$ cat config.mk
export PLATFORM = sky130hd
export DESIGN_NAME = std_gray_counter
export DESIGN_NICKNAME = d
export VERILOG_FILES = /design/src/rtl/std_gray_counter_pkg.sv /design/src/rtl/std_gray_decoder.sv /design/src/rtl/std_gray_encoder.sv /design/src/rtl/std_gray_counter.sv
export SDC_FILE = /design/constraint.sdc
export NUM_CORES = 1
export LEC_CHECK = 0
export CORE_MARGIN = 3
export CORE_UTILIZATION = 59
export CTS_BUF_LIST = sky130_fd_sc_hd__clkbuf_4 sky130_fd_sc_hd__clkbuf_8
export CTS_CLUSTER_SIZE = 12
export DETAILED_ROUTE_END_ITERATION = 12
export DONT_BUFFER_PORTS = 1
export GPL_ROUTABILITY_DRIVEN = 0
export PLACE_DENSITY = 0.78
export SYNTH_ARGS = -nofsm -noshare
export SYNTH_HDL_FRONTEND = slang
export SYNTH_HIERARCHICAL = 1
export SYNTH_SLANG_ARGS = --single-unit
$ cat constraint.sdc
create_clock -name i_clk -period 1.9 [get_ports i_clk]
set_input_delay 0.38 -clock i_clk [delete_from_list [all_inputs] [get_ports i_clk]]
set_output_delay 0.38 -clock i_clk [all_outputs]
set_load 0.05 [all_outputs]
$ cat src/rtl/std_gray_counter_pkg.sv
// ----------------------------------------------------------------------------
// std_gray_counter_pkg
//
// Purpose : Small set of types shared by the Gray counter slice. The only
//           item today is the decoded count-step request, which keeps the
//           next-state logic in the top readable.
// Ports   : none (package)
// ----------------------------------------------------------------------------
package std_gray_counter_pkg;

    // Decoded request for the current edge once clear/set have been ruled out.
    typedef enum logic [1:0] {
        STEP_HOLD = 2'd0,
        STEP_UP   = 2'd1,
        STEP_DOWN = 2'd2
    } step_e;

endpackage : std_gray_counter_pkg

$ cat src/rtl/std_gray_decoder.sv
// ----------------------------------------------------------------------------
// std_gray_decoder
//
// Purpose : Purely combinational Gray-to-binary converter.
// Ports   : gray - Gray-coded input, WIDTH bits
//           bin  - binary output, WIDTH bits
// ----------------------------------------------------------------------------
module std_gray_decoder #(
    parameter int WIDTH = 8
) (
    input  logic [WIDTH-1:0] gray,
    output logic [WIDTH-1:0] bin
);

    // Each binary bit is the XOR of all Gray bits at or above it. Written as a
    // reduction of a shifted copy so no bit depends on another output bit.
    always_comb begin
        bin = '0;
        for (int i = 0; i < WIDTH; i++) begin
            bin[i] = ^(gray >> i);
        end
    end

endmodule : std_gray_decoder

$ cat src/rtl/std_gray_encoder.sv
// ----------------------------------------------------------------------------
// std_gray_encoder
//
// Purpose : Purely combinational binary-to-Gray converter.
// Ports   : bin  - binary input, WIDTH bits
//           gray - Gray-coded output, WIDTH bits
// ----------------------------------------------------------------------------
module std_gray_encoder #(
    parameter int WIDTH = 8
) (
    input  logic [WIDTH-1:0] bin,
    output logic [WIDTH-1:0] gray
);

    assign gray = bin ^ (bin >> 1);

endmodule : std_gray_encoder

$ cat src/rtl/std_gray_counter.sv
// ----------------------------------------------------------------------------
// std_gray_counter
//
// Purpose : Up/down binary counter with a registered, glitch-free Gray copy of
//           the count, synchronous clear/load, wrap or saturate behaviour and
//           boundary flags. The Gray register is loaded from an encode of the
//           next binary value so it changes cleanly on the clock edge.
//
// Parameters:
//   WIDTH         counter width, 1..32
//   INITIAL_VALUE binary value used by reset and clear
//   WRAP          1 = modulo wrap, 0 = saturate at 0 and max
//   SET_GRAY      1 = i_set_value is Gray-coded, 0 = binary
//
// Ports:
//   i_clk        rising-edge clock
//   i_rst_n      asynchronous active-low reset
//   i_clear      synchronous return to INITIAL_VALUE (highest priority)
//   i_set        synchronous load of i_set_value
//   i_set_value  load value, encoding selected by SET_GRAY
//   i_up         increment request
//   i_down       decrement request
//   o_count      registered binary count
//   o_gray       registered Gray code of o_count
//   o_at_max     o_count is all ones
//   o_at_min     o_count is zero
//   o_wrap       one-cycle pulse after a count step crossed the boundary
// ----------------------------------------------------------------------------
module std_gray_counter
    import std_gray_counter_pkg::*;
#(
    parameter int          WIDTH         = 8,
    parameter int unsigned INITIAL_VALUE = 0,
    parameter bit          WRAP          = 1'b1,
    parameter bit          SET_GRAY      = 1'b0
) (
    input  logic             i_clk,
    input  logic             i_rst_n,
    input  logic             i_clear,
    input  logic             i_set,
    input  logic [WIDTH-1:0] i_set_value,
    input  logic             i_up,
    input  logic             i_down,
    output logic [WIDTH-1:0] o_count,
    output logic [WIDTH-1:0] o_gray,
    output logic             o_at_max,
    output logic             o_at_min,
    output logic             o_wrap
);

    localparam logic [WIDTH-1:0] INIT_BIN  = WIDTH'(INITIAL_VALUE);
    localparam logic [WIDTH-1:0] INIT_GRAY = INIT_BIN ^ (INIT_BIN >> 1);
    localparam logic [WIDTH-1:0] MAX_VAL   = {WIDTH{1'b1}};
    localparam logic [WIDTH-1:0] MIN_VAL   = {WIDTH{1'b0}};
    localparam logic [WIDTH-1:0] ONE       = WIDTH'(1);

    logic [WIDTH-1:0] set_bin;
    logic [WIDTH-1:0] next_count;
    logic [WIDTH-1:0] next_gray;
    logic             next_wrap;
    step_e            step;

    // Load path: a Gray-coded load value is decoded once here so the counter
    // itself only ever holds binary.
    generate
        if (SET_GRAY) begin : g_set_gray
            std_gray_decoder #(
                .WIDTH (WIDTH)
            ) u_set_decoder (
                .gray (i_set_value),
                .bin  (set_bin)
            );
        end else begin : g_set_bin
            assign set_bin = i_set_value;
        end
    endgenerate

    // Opposing or absent requests both mean hold.
    always_comb begin
        step = STEP_HOLD;
        if (i_up && !i_down) begin
            step = STEP_UP;
        end else if (i_down && !i_up) begin
            step = STEP_DOWN;
        end
    end

    // Next binary value and wrap pulse. Only a count step can raise the wrap
    // pulse; clear and set may jump across the boundary without flagging it.
    always_comb begin
        next_count = o_count;
        next_wrap  = 1'b0;
        if (i_clear) begin
            next_count = INIT_BIN;
        end else if (i_set) begin
            next_count = set_bin;
        end else begin
            case (step)
                STEP_UP: begin
                    if (o_count == MAX_VAL) begin
                        if (WRAP) begin
                            next_count = MIN_VAL;
                            next_wrap  = 1'b1;
                        end
                    end else begin
                        next_count = o_count + ONE;
                    end
                end
                STEP_DOWN: begin
                    if (o_count == MIN_VAL) begin
                        if (WRAP) begin
                            next_count = MAX_VAL;
                            next_wrap  = 1'b1;
                        end
                    end else begin
                        next_count = o_count - ONE;
                    end
                end
                default: begin
                    next_count = o_count;
                end
            endcase
        end
    end

    // Gray value is computed from the next binary value so that the register
    // below holds it directly; o_gray never passes through combinational logic.
    std_gray_encoder #(
        .WIDTH (WIDTH)
    ) u_next_encoder (
        .bin  (next_count),
        .gray (next_gray)
    );

    // All state lives here: binary count, its Gray twin and the wrap pulse.
    always_ff @(posedge i_clk or negedge i_rst_n) begin
        if (!i_rst_n) begin
            o_count <= INIT_BIN;
            o_gray  <= INIT_GRAY;
            o_wrap  <= 1'b0;
        end else begin
            o_count <= next_count;
            o_gray  <= next_gray;
            o_wrap  <= next_wrap;
        end
    end

    // Boundary flags decode the binary register only.
    assign o_at_max = (o_count == MAX_VAL);
    assign o_at_min = (o_count == MIN_VAL);

endmodule : std_gray_counter

Word level (Yosys, flattened, before mapping)
Cells that the tools add are included.
{"block": "word_totals", "reg_bits": 17, "inputBits": 14, "output_inout_bits": 19, "elab_cells": 26}
{"block": "op_classes", "addsub": 2, "eq_ne": 3, "muxes": 12, "bitwise_logic": 1, "reduce_logical": 5}
{"cell": "$mux W8", "n": 4}
{"cell": "$pmux W8 S2", "n": 1}
{"cell": "$add A8 B1 Y8 const B", "n": 1}
{"cell": "$eq A8 B8 Y1 const B", "n": 1}
{"cell": "$logic_not A8 Y1", "n": 1}
{"cell": "$sub A8 B1 Y8 const B", "n": 1}
{"cell": "$xor A8 B7 Y8", "n": 1}
{"cell": "$mux W1", "n": 4}
{"cell": "$mux W2", "n": 2}
{"cell": "$eq A2 B1 Y1 const B", "n": 1}
{"cell": "$eq A2 B2 Y1 const B", "n": 1}
{"cell": "$logic_and A1 B1 Y1", "n": 2}
{"cell": "$logic_not A1 Y1", "n": 2}
{"cell": "$pmux W1 S2", "n": 1}

Logic depth before layout (Yosys ltp)
{"block": "logic_depth", "ltp_word": 9, "ltp_mapped": 9, "depth_no_buf": 8}

Modules after synthesis
Netlist, hierarchy kept.
{"module": "std_gray_counter", "n_inst": 1, "cells_per_inst": 129, "area_per_inst_um2": 1137.3, "seq_area_each_um2": 425.4}
{"module": "std_gray_encoder", "n_inst": 1, "cells_per_inst": 8, "area_per_inst_um2": 68.8, "seq_area_each_um2": 0.0}

Worst setup path before layout
OpenSTA, ideal clock, no wires.
{"block": "synth_path", "path_kind": "reg-to-reg", "startpoint": "register o_count[0]", "endpoint": "register o_gray[2]", "setup_time_ns": 0.143, "arrival_ns": 2.448, "required_time_ns": 1.757, "setup_slack_ns": -0.691, "stages_incl_launch_ff": 9, "path_buffers": 0, "synth_period_minus_slack_ns": 2.591, "cell_sequence": "dfrtp_1 > inv_1 > ha_1 > nor3b_1 > and2_1 > o31a_1 > a211oi_1 > nor3_1 > xor2_1"}
{"block": "synth_via", "elab_chain_len": 6, "word_cells_on_any_way": 10, "cone_classes": "2 x add/sub; 1 x eq/ne; 5 x mux; 1 x bitwise; 1 x reduce/logical"}
{"item": "from (decl)", "line_no": "std_gray_counter.sv:44", "rtl": "output logic [WIDTH-1:0] o_count,"}
{"item": "from (signal assigned)", "line_no": "std_gray_counter.sv:142", "rtl": "o_count <= next_count;"}
{"item": "$logic_not A8 Y1"}
{"item": "via o_at_min", "line_no": "std_gray_counter.sv:47", "rtl": "output logic o_at_min,"}
{"item": "$mux W8", "line_no": "std_gray_counter.sv:110", "rtl": "if (o_count == MIN_VAL) begin"}
{"item": "$pmux W8 S2", "line_no": "std_gray_counter.sv:98", "rtl": "case (step)"}
{"item": "$mux W8", "line_no": "std_gray_counter.sv:95", "rtl": "end else if (i_set) begin"}
{"item": "$mux W8", "line_no": "std_gray_counter.sv:93", "rtl": "if (i_clear) begin"}
{"item": "via next_count[3]", "line_no": "std_gray_counter.sv:58", "rtl": "logic [WIDTH-1:0] next_count;"}
{"item": "$xor A8 B7 Y8", "line_no": "std_gray_encoder.sv:15", "rtl": "assign gray = bin ^ (bin >> 1);"}
{"item": "via next_gray[2]", "line_no": "std_gray_counter.sv:59", "rtl": "logic [WIDTH-1:0] next_gray;"}
{"item": "to (signal assigned)", "line_no": "std_gray_counter.sv:143", "rtl": "o_gray <= next_gray;"}
{"item": "to (decl)", "line_no": "std_gray_counter.sv:45", "rtl": "output logic [WIDTH-1:0] o_gray,"}
The timed path passes the listed nets, and every way through them passes these cells.

Worst setup path after layout
{"block": "layout_path", "startpoint": "register o_count[2]", "endpoint": "register o_gray[6]"}
{"block": "layout_via", "elab_chain_len": 6, "word_cells_on_any_way": 10, "cone_classes": "2 x add/sub; 1 x eq/ne; 5 x mux; 1 x bitwise; 1 x reduce/logical"}
{"item": "$sub A8 B1 Y8 (tied with other cells)", "line_no": "std_gray_counter.sv:116", "rtl": "next_count = o_count - ONE;"}
{"item": "$mux W8, on equally long branches", "line_no": "std_gray_counter.sv:110, std_gray_counter.sv:100"}
{"item": "$pmux W8 S2 *", "line_no": "std_gray_counter.sv:98"}
{"item": "$mux W8 *", "line_no": "std_gray_counter.sv:95"}
{"item": "$mux W8 *", "line_no": "std_gray_counter.sv:93"}
{"item": "via next_count[6]", "line_no": "std_gray_counter.sv:58"}
{"item": "$xor A8 B7 Y8 *", "line_no": "std_gray_encoder.sv:15"}
{"item": "via next_gray[6]", "line_no": "std_gray_counter.sv:59"}
The timed path passes the listed nets; every way through them passes the cells marked *.

==> metrics <==
router iterations before antenna repair 5; final worst path period need 2115 ps; clk root buf clkbuf_4; Initial Util about 66%; Syn. warnings 6; initial antenna violation count 0; Via-to-Cell Ratio approximately 7.3; number of port buffers 0; fraction of layout cells with a size suffix above 1 a little under half; diode count 0; most common library cells after synthesis 17 x dfrtp_1, 12 x nor2_1, 10 x a21oi_1; total number of vias 1426; number of library cell types mapped by synthesis 43; predominant post-synthesis flop cell dfrtp_1; IO Pins 33; top-count cell post-synth dfrtp_1; CP Capture Type flip-flop; post-synth top area cell dfrtp_1; WL/cell between 20 and 30 um; failing checks negative setup slack; number of antenna-violating nets in the routed design 0; ranking of synthesized cells by area dfrtp_1 35%, xor2_1 5.8%, ha_1 5.2%; count of pins over their slew limit 0; crit path cell chain nor4_4 -> buf_4 -> nand3_2 -> nor2_1 -> a21oi_1 -> o311ai_4 -> xor2_1; period utilisation layout 111.3%; Total GRT Usage around a third; H-tree depth 1; largest net degree at the start of global routing 18; total gr overflow 0; cell area after synthesis around 1200 um^2; clk slew on worst S/H paths approximately 90 ps; CP arrival approximately 2300 ps; total leakage power ~0.74 nW; max cap viols 0; Core Area 1821 um^2; hold crit path type input pin to flip-flop; Worst setup SP type flip-flop; Final Util between 90% and 100%; Syn Nets 156; status finished with violations; DIE HEIGHT approximately 51 um; DRC Markers 0; Peak VDD IR 0.7176 mV; Critical Path Fanout Max 5; pwr dens ~730 nW/um^2; #FFs+latches synth 17; Final #Nets 190; Die Wd ~51 um; Synth top area share between 30% and 40%; First DRT Iteration DRCs ~120; vias in the first global route approximately 1300; syn avg cell area approximately 8.8 um^2; Mapped Cells about 140; Total Die Area between 2000 and 3000 um^2; Slew headroom 48.49%; Setup WS post-layout -215.4 ps; Crit path required time 2110 ps; final setup vio count 11; Worst path max stage delay between 400 and 500 ps; final count of hold timing violations 0; WL final approximately 5.3 mm; slowest CP cell dfrtp_2; setup tns final -1093 ps; Fmax 472.7 MHz; Least-Margin Pin Slew roughly 770 ps; global-route wire length before repair 6.699 mm; clock latency on the worst-skew pair roughly 300 ps; cts bufs inserted 3; Post-synth EDFFs 0; Area Overhead vs Synth 43.26%; Sink Count 17; family with the most delay on the worst path simple AND/OR/NAND/NOR gates; Bufs and invs on worst path 1; TritonCTS clock tree yes; RSZ-0062 raised after global routing yes; share of synthesized flip-flops with an asynchronous set or reset 100.0%; sequential element share of the synthesized area between 30% and 40%; CTS Buffer Depth 2; clock skew roughly 2.7 ps; Crit Path Class flip-flop to flip-flop; HPWL Detailed 2.785 mm; Row Count 15
[placed cells by master, fill, tap and decap left out, types with 2 or more instances in the layout]
cell type | netlist | final
o211ai_1 | 2 | 2
nand3_2 | 0 | 3
o21ai_1 | 1 | 2
nor2_1 | 12 | 10
nor2_4 | 0 | 3
nor2b_1 | 2 | 2
inv_1 | 9 | 7
o21ai_0 | 5 | 3
xnor2_1 | 2 | 2
xor2_1 | 8 | 8
clkbuf_4 | 0 | 4
nor3_1 | 5 | 3
ha_4 | 0 | 2
buf_8 | 0 | 2
dfrtp_2 | 0 | 6
ha_1 | 5 | 2
inv_4 | 0 | 2
a211oi_2 | 1 | 5
nand2_1 | 9 | 8
buf_4 | 2 | 34
dfrtp_1 | 17 | 9
a21oi_1 | 10 | 9
mux2i_1 | 3 | 3
dfrtp_4 | 0 | 2
nand3_1 | 8 | 5
[stage by stage]
stage / hold WS, ps / total power [mW] / instances / area, um^2 / setup slack (ps)
after floorplan: 84.41 / 0.8196 / 137 / 1305 / -83.42
after global placement: 84.72 / 0.9187 / 179 / 1484 / -32.00
after detailed placement: 84.69 / 0.9350 / 179 / 1484 / -86.14
after CTS: 132.5 / 1.176 / 190 / 1610 / -67.69
after global routing: 116.9 / 1.304 / 195 / 1728 / -224.8
final: 130.6 / 1.264 / 195 / 1728 / -215.4
[final timing paths]
path                                           start                   end  slack [ps]  cells past startpoint
worst min-delay path                         i_clear      o_wrap$_DFF_PN0_         130                      1
max in group asynchronous                    i_rst_n  o_count[0]$_DFF_PN0_         750                      1
worst max register to register  o_count[2]$_DFF_PN0_   o_gray[6]$_DFF_PN0_        -220                      7
worst max-delay path            o_count[2]$_DFF_PN0_   o_gray[6]$_DFF_PN0_        -220                      7
worst min register to register  o_count[7]$_DFF_PN0_      o_wrap$_DFF_PN0_         810                      4
min in group asynchronous                    i_rst_n   o_gray[0]$_DFF_PN0_         590                      1
[timing repair]
action	4_1_cts	5_1_grt
endpoints found under the setup margin	6	11
buffers inserted	6	6
hold endpoints to repair	17	0
hold buffers	1	0
resized for setup	9	16
pin swaps	9	19
[where the power goes]
| group | switching (mW) | internal, mW |
|---|---|---|
| Sequential | 0.136 | 0.404 |
| Clock | 0.113 | 0.0963 |
| Combinational | 0.308 | 0.207 |
| Total | 0.557 | 0.707 |
[final cells by class]
| class | count | area (um^2) |
|---|---|---|
| multi-input combinational | 101 | 860.8 |
| tap | 25 | 31.28 |
| sequential | 17 | 440.4 |
| timing repair buffer | 39 | 326.6 |
| clock buffer | 4 | 30.03 |
| fill | 46 | 92.59 |
| inverter | 9 | 38.79 |
[routing by layer]
layer  track usage (%)  part of all wire, %  vias to the layer above
met5                 0                    0                        -
met4             15.28                  8.7                        0
met3             9.329                   13                       59
met2             60.94                   45                      164
met1             40.67                   34                      647
li1                  -                    -                      556
[cells by family (layout without fill, tap and decap cells)]
family | count (synthesis) | in the layout | synth area share (%)
AOI/OAI and AO/OA | 38 | 38 | 22.09
xor gates and xnor gates | 10 | 10 | 7.262
adders and majority gates | 5 | 5 | 5.187
buffers and inverters | 19 | 52 | 7.572
DFF | 17 | 17 | 35.27
muxes | 4 | 4 | 3.734
and+or+nand+nor | 44 | 44 | 18.88
[registers in the layout (all words and copies together), names as in the netlist]
signal / count
o_count: 8
o_gray: 8
o_wrap: 1
Note: power is estimated with default switching activity, not from simulation.
==> RTL change: new RTL, same settings <==
Reset style: synchronous (`i_rst_n`), changed in one clocked block. Comments in the files are not updated.
--- a/src/rtl/std_gray_counter.sv
+++ b/src/rtl/std_gray_counter.sv
@@ -135,3 +135,3 @@
     // All state lives here: binary count, its Gray twin and the wrap pulse.
-    always_ff @(posedge i_clk or negedge i_rst_n) begin
+    always_ff @(posedge i_clk) begin
         if (!i_rst_n) begin
Function: differs if i_rst_n is asserted again (counterexample within 4 cycles, from zero or initial values and one cycle with i_rst_n low); with i_rst_n held inactive, the same outputs for 10 cycles.
==> RTL change against the unedited design <==
- worst setup slack better by 0.059 ns
- sequential cell count stayed put
- wire length is 12% lower
- critical path depth is 2 lower
- critical endpoint is now o_at_min
- power is 16% lower
- highest routed layer unchanged
- area after synthesis is 7.2% higher
- sequential share of layout area is 5.1 points lower
- the run still ends with negative setup slack left
- critical path type is now flip-flop to output port
- cell area is 1.7% higher
==> RTL change: results (changes against the unedited design) <==
----------------------------------------------------
[STA]
  Worst slew pin tran ... 0.502 ns (was 0.770 ns)
  Setup slack of the critical path after layout ... -0.157 ns (was -0.215 ns)
  Final Skew ... 0.00193 ns (was 0.00266 ns)
  Setup Total Neg Slack ... -0.730 ns (was -1.09 ns)
  Setup Viol. Count Final ... 8 (was 11)

[Routing]
  DRC marker count from the first detailed-route iteration ... 125 (was 117)
  Via Count ... 1470 (was 1426)
  DR WL/cell ... 20.9 um (was 27.1 um)
  Detailed-routing iteration count for the pre-antenna-repair pass ... 5 (unchanged)

[Clock network]
  Register clock-pin slew on the reported worst setup and hold paths ... 0.10 ns
  Clk_lat worst skew ... 0.31 ns
  Level count of the clock H-tree ... 1 (unchanged)
  Clk Tree Root Cell ... clkbuf_4 (unchanged)
  Maximum buffer depth of the clock tree ... 2 (unchanged)
  Inserted Clock Buffers ... 3 (unchanged)

[Placed design]
  # port buffers ... 0 (unchanged)
  Detailed placer's ending HPWL ... 3110 um (was 2780 um)
  Worst slack, placed ... -0.116 ns (was -0.0861 ns)

[Global route]
  Number of antenna violations at the first check in global routing ... 0 (unchanged)
  Global-route wire length before repair ... 6690 um (was 6700 um)
  Maximum number of pins on one net before global-route repair ... 12 (was 18)
  GRT Total Usage ... 33.0% (was 35.2%)

[Critical path]
  Critical path's largest stage delay ... 0.50 ns (was 0.47 ns)
  CP Class ... flip-flop to output port (was flip-flop to flip-flop)
  Data arrival time of the critical path ... 1.68 ns (was 2.33 ns)
  Crit path max fanout ... 3 (was 5)
  Startpoint of the worst-slack reg-to-reg timing path ... o_count[1]$_SDFF_PN0_ (was o_count[2]$_DFF_PN0_)
  Highest-delay cell along the critical path ... or4b_4 (was dfrtp_2)

[Synthesis]
  Number of library cell types mapped by synthesis ... 51 (was 43)
  Yosys warns ... 6 (unchanged)
  Post-synth ARST share ... 0% (was 100%)
  Synth area leaders ... dfxtp_1 26%, xor2_1 6.1%, ha_1 4.8% (was dfrtp_1 35%, xor2_1 5.8%, ha_1 5.2%)
  Fraction of the yosys area taken by sequential cells ... 26.3% (was 35.3%)
  Number of nets in the synthesized netlist ... 180 (was 156)
  Top post-synthesis cells by count ... 17 x dfxtp_1, 14 x nand2_1 (was 17 x dfrtp_1, 12 x nor2_1, 10 x a21oi_1)

[Cells and area]
  Registers with the most flip-flops ... o_count: 8 flops, o_gray: 8 flops, o_wrap: 1 flops (unchanged)
  Proportion of layout cells with a drive suffix above 1 ... 39.2% (was 47.1%)
  Diodes inserted ... 0 (unchanged)
  Number of nets at the end of the flow ... 214 (was 190)

[Min path]
  Startpoint of the worst hold path ... i_rst_n (was i_clear)
  Type of the tightest min-delay check ... input pin to flip-flop (unchanged)

[Power]
  Cell leakage power ... 0.756 nW (was 0.740 nW)
  Max IR drop VDD ... 0.499 mV (was 0.718 mV)

[Status]
  Result of the run ... complete, but fails checks (unchanged)
  Violated checks ... negative setup slack (unchanged)

----------------------------------------------------
RTL change: routing by layer:
| metal | vias up | GRT usage [%] | part of all wire, % |
|---|---|---|---|
| li1 | 649 | - | - |
| met5 | - | 0 | 0 |
| met1 | 673 | 35.3 | 34 |
| met4 | 0 | 13.6 | 4.0 |
| met3 | 25 | 10.5 | 12 |
| met2 | 123 | 58.7 | 50 |
RTL change: critical path, delay by kind of cell, from the launching register on:
| family | cells | cell delay [ns] |
|---|---|---|
| buffers and inverters | 2 | 0.24 |
| adder cells (fa/ha/maj) | 1 | 0.13 |
| flip-flops | 1 | 0.37 |
| AND/OR/NAND/NOR | 2 | 0.63 |
RTL change: timing repair:
action / in CTS / in global routing
gates resized for setup: 11 / 6
buffers inserted: 5 / 1
hold buffers: 0 / 0
endpoints found under the hold margin: 0 / 0
pin swaps: 7 / 3
endpoints found under the setup margin: 8 / 9
RTL change: worst paths after layout:
kind / to / slack (ns) / depth (start not counted)
worst max-delay path: o_at_min / -0.16 / 5
worst min-delay path: o_count[6]$_SDFF_PN0_ / 0.19 / 1
worst max register to register: o_gray[3]$_SDFF_PN0_ / -0.11 / 8
worst min register to register: o_count[3]$_SDFF_PN0_ / 0.75 / 4
RTL change: layout make-up:
cell class | count | area, um^2
fillers | 105 | 264
repair buffers | 38 | 304
clock buffers | 3 | 22.5
flip-flops and latches | 17 | 358
inverters | 9 | 38.8
well taps | 27 | 33.8
multi-input cells | 126 | 996
clock inverters | 1 | 5.00
RTL change: report_power, final:
group	internal [mW]	total [mW]	switching, mW
clock	0.0788	0.207	0.128
combinational	0.171	0.399	0.228
sequential	0.379	0.455	0.0763
total	0.629	1.06	0.432
RTL change: per-stage QoR:
step                std cells  area (um^2)
floorplan                 161         1360
global placement          211         1590
detailed placement        211         1590
CTS                       220         1720
global route              221         1760
finish                    221         1760
RTL change: kinds of logic (layout without fill, tap and decap cells):
family	after synthesis	after routing	synth area share [%]
simple gates	66	66	28.9
compound gates	41	41	23.9
buf+inv	18	51	6.10
flops	17	17	26.3
xor+xnor	10	10	6.78
fa+ha+maj	5	5	4.84
mux	4	4	3.10
